--- src/rtl/icache_refill_pkg.sv ---
// icache_refill_pkg: state encoding and line-geometry helpers shared by the I-cache refill controller.
// I_INDEX_WIDTH / I_WO_WIDTH normally come from cache.h; the fallbacks below keep a standalone build usable.
`ifndef I_INDEX_WIDTH
`define I_INDEX_WIDTH 6
`endif
`ifndef I_WO_WIDTH
`define I_WO_WIDTH 2
`endif
package icache_refill_pkg;
    typedef enum logic [1:0] {IDLE = 2'd0, REQ = 2'd1, FILL = 2'd2, DONE = 2'd3} state_t;
    function automatic int words(input int wow);
        return 1 << wow;
    endfunction
    function automatic int line_aw(input int tw, input int iw, input int wow);
        return tw + iw + wow;
    endfunction
endpackage

--- src/rtl/icache_refill_ctr.sv ---
// icache_refill_ctr: wrapping word-offset counter plus beat counter flagging the last beat of a line.
module icache_refill_ctr
    import icache_refill_pkg::*;
#(
    parameter int WOW = 2
) (
    input  logic           clk,
    input  logic           rst,
    input  logic           load,
    input  logic [WOW-1:0] start,
    input  logic           adv,
    output logic [WOW-1:0] offset,
    output logic           last
);
    logic [WOW-1:0] beats;
    always_ff @(posedge clk or posedge rst) begin
        if (rst) begin
            offset <= '0;
            beats  <= '0;
        end else if (load) begin
            offset <= start;
            beats  <= '0;
        end else if (adv) begin
            offset <= offset + 1'b1;
            beats  <= beats + 1'b1;
        end
    end
    assign last = beats == WOW'(words(WOW) - 1);
endmodule

--- src/rtl/icache_refill.sv ---
// icache_refill: fetches a missed I-cache line word by word into the victim way, then installs its tag.
// Optional ICACHE_CRIT_WORD_FIRST_EN: refill starts at the missed word offset and wraps around the line.
`ifndef I_INDEX_WIDTH
`define I_INDEX_WIDTH 6
`endif
`ifndef I_WO_WIDTH
`define I_WO_WIDTH 2
`endif
module icache_refill
    import icache_refill_pkg::*;
#(
    parameter int DW  = 32,
    parameter int TW  = 20,
    parameter int IW  = `I_INDEX_WIDTH,
    parameter int WOW = `I_WO_WIDTH
) (
    input  logic                           clk,
    input  logic                           rst,
    input  logic                           miss_valid,
    output logic                           miss_ready,
    input  logic [TW-1:0]                  miss_tag,
    input  logic [IW-1:0]                  miss_index,
    input  logic [WOW-1:0]                 miss_offset,
    input  logic [1:0]                     miss_way,
    output logic                           mem_req,
    output logic [line_aw(TW,IW,WOW)-1:0]  mem_addr,
    input  logic                           mem_ack,
    input  logic                           mem_rvalid,
    input  logic [DW-1:0]                  mem_rdata,
    output logic [IW-1:0]                  ram_index,
    output logic [1:0]                     ram_way,
    output logic [WOW-1:0]                 ram_offset,
    output logic [DW-1:0]                  ram_din,
    output logic                           ram_we,
    output logic                           ram_en,
    output logic                           tag_we,
    output logic                           tag_valid,
    output logic [TW-1:0]                  tag_out,
    output logic                           refill_done,
    output logic                           busy
);
`ifdef ICACHE_CRIT_WORD_FIRST_EN
    localparam bit CWF = 1'b1;
`else
    localparam bit CWF = 1'b0;
`endif
    state_t         state, nxt;
    logic [TW-1:0]  tag_q;
    logic [IW-1:0]  index_q;
    logic [1:0]     way_q;
    logic [WOW-1:0] off_q, start, offset;
    logic           load, adv, last;
    assign start = CWF ? off_q : '0;
    assign busy  = state != IDLE;
    icache_refill_ctr #(.WOW(WOW)) u_ctr (
        .clk    (clk),
        .rst    (rst),
        .load   (load),
        .start  (start),
        .adv    (adv),
        .offset (offset),
        .last   (last)
    );
    always_ff @(posedge clk or posedge rst) begin
        if (rst) begin
            state   <= IDLE;
            tag_q   <= '0;
            index_q <= '0;
            way_q   <= '0;
            off_q   <= '0;
        end else begin
            state <= nxt;
            if (state == IDLE && miss_valid) begin
                tag_q   <= miss_tag;
                index_q <= miss_index;
                way_q   <= miss_way;
                off_q   <= miss_offset;
            end
        end
    end
    // The victim is invalidated at accept so partially written lines can never hit.
    always_comb begin
        nxt         = state;
        miss_ready  = 1'b0;
        mem_req     = 1'b0;
        mem_addr    = '0;
        ram_index   = '0;
        ram_way     = '0;
        ram_offset  = '0;
        ram_din     = '0;
        ram_we      = 1'b0;
        ram_en      = 1'b0;
        tag_we      = 1'b0;
        tag_valid   = 1'b0;
        tag_out     = '0;
        refill_done = 1'b0;
        load        = 1'b0;
        adv         = 1'b0;
        case (state)
            IDLE: begin
                miss_ready = 1'b1;
                if (miss_valid) begin
                    nxt       = REQ;
                    tag_we    = 1'b1;
                    ram_index = miss_index;
                    ram_way   = miss_way;
                end
            end
            REQ: begin
                mem_req  = 1'b1;
                mem_addr = {tag_q, index_q, start};
                load     = mem_ack;
                nxt      = mem_ack ? FILL : REQ;
            end
            FILL: begin
                ram_index  = index_q;
                ram_way    = way_q;
                ram_offset = offset;
                ram_din    = mem_rdata;
                ram_we     = mem_rvalid;
                ram_en     = mem_rvalid;
                adv        = mem_rvalid;
                nxt        = (mem_rvalid && last) ? DONE : FILL;
            end
            DONE: begin
                ram_index   = index_q;
                ram_way     = way_q;
                tag_we      = 1'b1;
                tag_valid   = 1'b1;
                tag_out     = tag_q;
                refill_done = 1'b1;
                nxt         = IDLE;
            end
            default: nxt = IDLE;
        endcase
    end
endmodule

--- config.mk ---
export PLATFORM = sky130hd
export DESIGN_NAME = icache_refill
export DESIGN_NICKNAME = d
export VERILOG_FILES = /design/src/rtl/icache_refill_pkg.sv /design/src/rtl/icache_refill_ctr.sv /design/src/rtl/icache_refill.sv
export SDC_FILE = /design/constraint.sdc
export NUM_CORES = 1
export LEC_CHECK = 0
export CAP_MARGIN = 30
export CORE_ASPECT_RATIO = 0.8
export CORE_MARGIN = 2
export CORE_UTILIZATION = 31
export CTS_CLUSTER_DIAMETER = 30
export CTS_CLUSTER_SIZE = 28
export DETAILED_ROUTE_END_ITERATION = 10
export HOLD_SLACK_MARGIN = 0.15
export PLACE_DENSITY = 0.78
export SLEW_MARGIN = 40
export SYNTH_ARGS = -nofsm -noshare
export SYNTH_HDL_FRONTEND = slang
export SYNTH_SLANG_ARGS = --single-unit
--- constraint.sdc ---
create_clock -name clk -period 1.5 [get_ports clk]
set_input_delay 0.15 -clock clk [delete_from_list [all_inputs] [get_ports clk]]
set_output_delay 0.15 -clock clk [all_outputs]
set_load 0.05 [all_outputs]
==> flow_metrics.py <==
metrics = {
    "setup_path": {
        "crit_fanout": 8,
        "timing.critical_path.cells": "inv_4 > ha_4 > or2_4 > a22oi_2 > nor2_4 > buf_12",
        "worst-endpoint-arrival_ns": 1.75,
        "cp.depth": 6,
        "cp_slowest_cell": "dfrtp_2",
        "critPathRequiredTime_ns": 1.35,
        "rrSetupSlack_ns": -0.13,
        "r2r_cells": 5,
        "startpoint_type": "flip-flop",
        "crit_buf_inv": 2,
        "worst_path_dominant_cell_family": "flip-flops",
        "rr_endpoint": "tag_q[8]",
        "cp-startpoint": "state[0]",
        "critPathKind": "flip-flop to output pin",
        "cp-end-kind": "output pin",
        "slowest_delay_ns": 0.43,
    },
    "logic_synthesis": {
        "yosysSeqAreaShare_pct": 39.1,
        "synth_edf_count": 0,
        "yosysTopAreaCellShare_pct": 39.1,
        "synth_top_family_by_area": "simple AND/OR/NAND/NOR gates",
        "yosys-mux-area-fraction_pct": 18.4,
        "synth.distinct_cells": 23,
        "async_flop_share_pct": 100,
        "synth_seq_cells": 34,
        "avgSynthCellArea_um2": 10.3,
        "synth-main-ff-cell": "dfrtp_1",
        "synthTopCellsByArea": "dfrtp_1 (39%), and2_1 (23%), mux2_4 (14%)",
        "yosys.area_share.simple_pct": 26.8,
        "synth-compound-area-share_pct": 5.12,
        "synth_common_cells": "and2_1 (81), dfrtp_1 (34), mux2_4 (20)",
        "synth.most_common_cell": "and2_1",
        "synth_area_mm2": 0.00217,
        "synth-xor-area-share_pct": 1.21,
        "yosysWarnings": 0,
        "synth_fa_ha_area_share_pct": 3.45,
        "netlist_instances": 211,
        "synth_top_cell_by_area": "dfrtp_1",
    },
    "timing": {
        "fin_crit_sh_pct": 127,
        "skew_ns": 0.0126,
        "setup_viol": 121,
        "fmax_ghz": 0.526,
        "period_needed_ns": 1.90,
        "tns_ns": -25.23,
        "hold_ws_ns": 0.185,
        "rsz0062_at_grt": "yes",
        "finalWorstSetupSlack_ns": -0.403,
        "final-max-slew-violation-count": 0,
        "hold_viol": 0,
    },
    "global_route": {
        "grt_first_pass_wirelength_mm": 12.8,
        "grt_overflow": 0,
        "grt_max_degree": 35,
        "grt.total_usage_pct": 21.4,
        "antenna_found_initial": 0,
        "grt_pass1_vias": 2319,
    },
    "final_layout": {
        "layout-drive-gt1-share_pct": 70.5,
        "post-route-util_pct": 83.9,
        "seqCellArea_um2": 853,
        "multi_input_area_mm2": 0.00159,
        "diodes": 0,
        "nets": 465,
        "nFillCells": 367,
        "synthToLayoutAreaGrowth_pct": 164,
    },
    "drt": {
        "vias_per_cell": 4.72,
        "route.detailed.drc": 0,
        "vias": 2267,
        "wl_per_cell_um": 20.4,
        "dr.pass1.iters": 4,
        "drt_iter0_markers": 57,
        "routed_wl_mm": 9.80,
        "postRouteAntennaNets": 0,
    },
    "floorplanning": {
        "core_area_mm2": 0.00682,
        "die_area_mm2": 0.00770,
        "initial_utilization_pct": 31.8,
        "die_y_um": 78.9,
        "io_pins": 165,
        "num_rows": 27,
        "fp.dieW_um": 97.6,
    },
    "placement": {
        "port_buffers": 160,
        "gp_congestion": 0.735,
        "hpwl_mm": 5.92,
    },
    "clock_tree": {
        "path_clk_slew_ns": 0.08,
        "clockBufferDepth": 2,
        "htree_levels": 2,
        "cts-root-buf": "clkbuf_8",
        "cts_made_buffers": 5,
        "cts_sinks": 34,
        "clock_latency_ns": 0.31,
        "cts_tree": "yes",
    },
    "power": {
        "vdd.ir_drop.worst_v": 0.00169,
        "p_sw_share_pct": 44.9,
        "p_total_mw": 12.8,
        "p_clk_share_pct": 5.9,
        "internal-power_mw": 7.03,
        "pwr-share-seq_pct": 14.0,
        "powerDensity_mw_per_mm2": 2230,
        "combPwrFrac_pct": 80.1,
        "p_sw_mw": 5.73,
        "leakagePower_nw": 2.51,
    },
    "worst_hold_path": {
        "hp-class": "input pin to async pin",
    },
    "status": {
        "violations": "setup timing",
        "status": "complete, but fails checks",
    },
    "job": {
        "drv_cap": 0,
    },
}
-- area by class of cell --
type / instances / area share [%]
clock buffer: 6 / 1.44
multi-input combinational: 154 / 27.8
tap: 87 / 1.90
inverter: 6 / 0.503
timing repair buffer: 191 / 53.3
sequential: 34 / 14.9
clock inverter: 2 / 0.218
-- layer usage --
layer  routed length, um  track usage (%)
met2                5210             37.7
met4                  89             5.14
met5                   0                0
met1                4060             26.1
met3                 441             5.99
-- through the flow --
stage	setup WS, ns	area, um^2	instances
3_5_place_dp	-0.211	5180	454
2_1_floorplan	-0.0866	2510	212
4_1_cts	-0.366	5550	473
5_1_grt	-0.446	5730	480
3_3_place_gp	-0.147	5180	454
6_report	-0.403	5730	480
-- registers in the layout, indices dropped and copies added (netlist names), named ones only --
| signal | cells |
|---|---|
| tag_q | 20 |
| index_q | 6 |
| u_ctr.beats | 2 |
| u_ctr.offset | 2 |
| way_q | 2 |
| state | 1 |
-- worst min-delay path, cell delays in order --
cell and delay, ns:
clkdlybuf4s50_1 0.40, inv_1 0.09, buf_12 0.22
-- how the worst max path moves through the flow --
stage,to
after detailed placement,mem_addr[8]
after CTS,ram_index[0]
after floorplan,ram_index[0]
after global routing,ram_way[0]
after global placement,mem_addr[10]
final,ram_way[0]
-- kinds of logic (layout without fill, tap and decap cells) --
kind of cell,count (synthesis),count (layout)
AO/OA/AOI/OAI,17,17
XOR/XNOR,3,3
adder cells (fa/ha/maj),6,6
buffers and inverters,24,205
flip-flops,34,34
multiplexers,29,29
other,1,2
AND/OR/NAND/NOR,97,97
-- layout by cell type, fill, tap and decap left out, types with 2 or more instances in the layout --
cell type	n
mux2_4	20
clkbuf_8	6
nand3_1	2
buf_12	101
mux2_2	8
buf_6	8
clkinvlp_4	2
ha_4	4
a21oi_1	5
inv_1	3
a22oi_2	8
buf_8	3
and2_4	68
and2_2	13
clkbuf_16	4
bufbuf_16	2
dfrtp_2	2
clkdlybuf4s50_1	64
conb_1	2
xor2_1	3
buf_4	8
nor2_4	9
dfrtp_1	32
-- power by group through the flow --
stage               logic [mW]  clock network [mW]  registers (mW)
floorplan                 5.14                   0            1.62
global placement          8.90                   0            1.68
detailed placement        9.03                   0            1.72
CTS                       9.81               0.754            1.74
global route              10.5               0.811            1.84
finish                    10.2               0.758            1.78
-- what timing repair did --
item	4_1_cts	5_1_grt
cloned	3	4
hold buffers	0	0
setup buffers	8	5
resized for setup	47	21
pin swaps	18	5
endpoints found under the setup margin	122	127
Power figures use the tool's default switching activity.
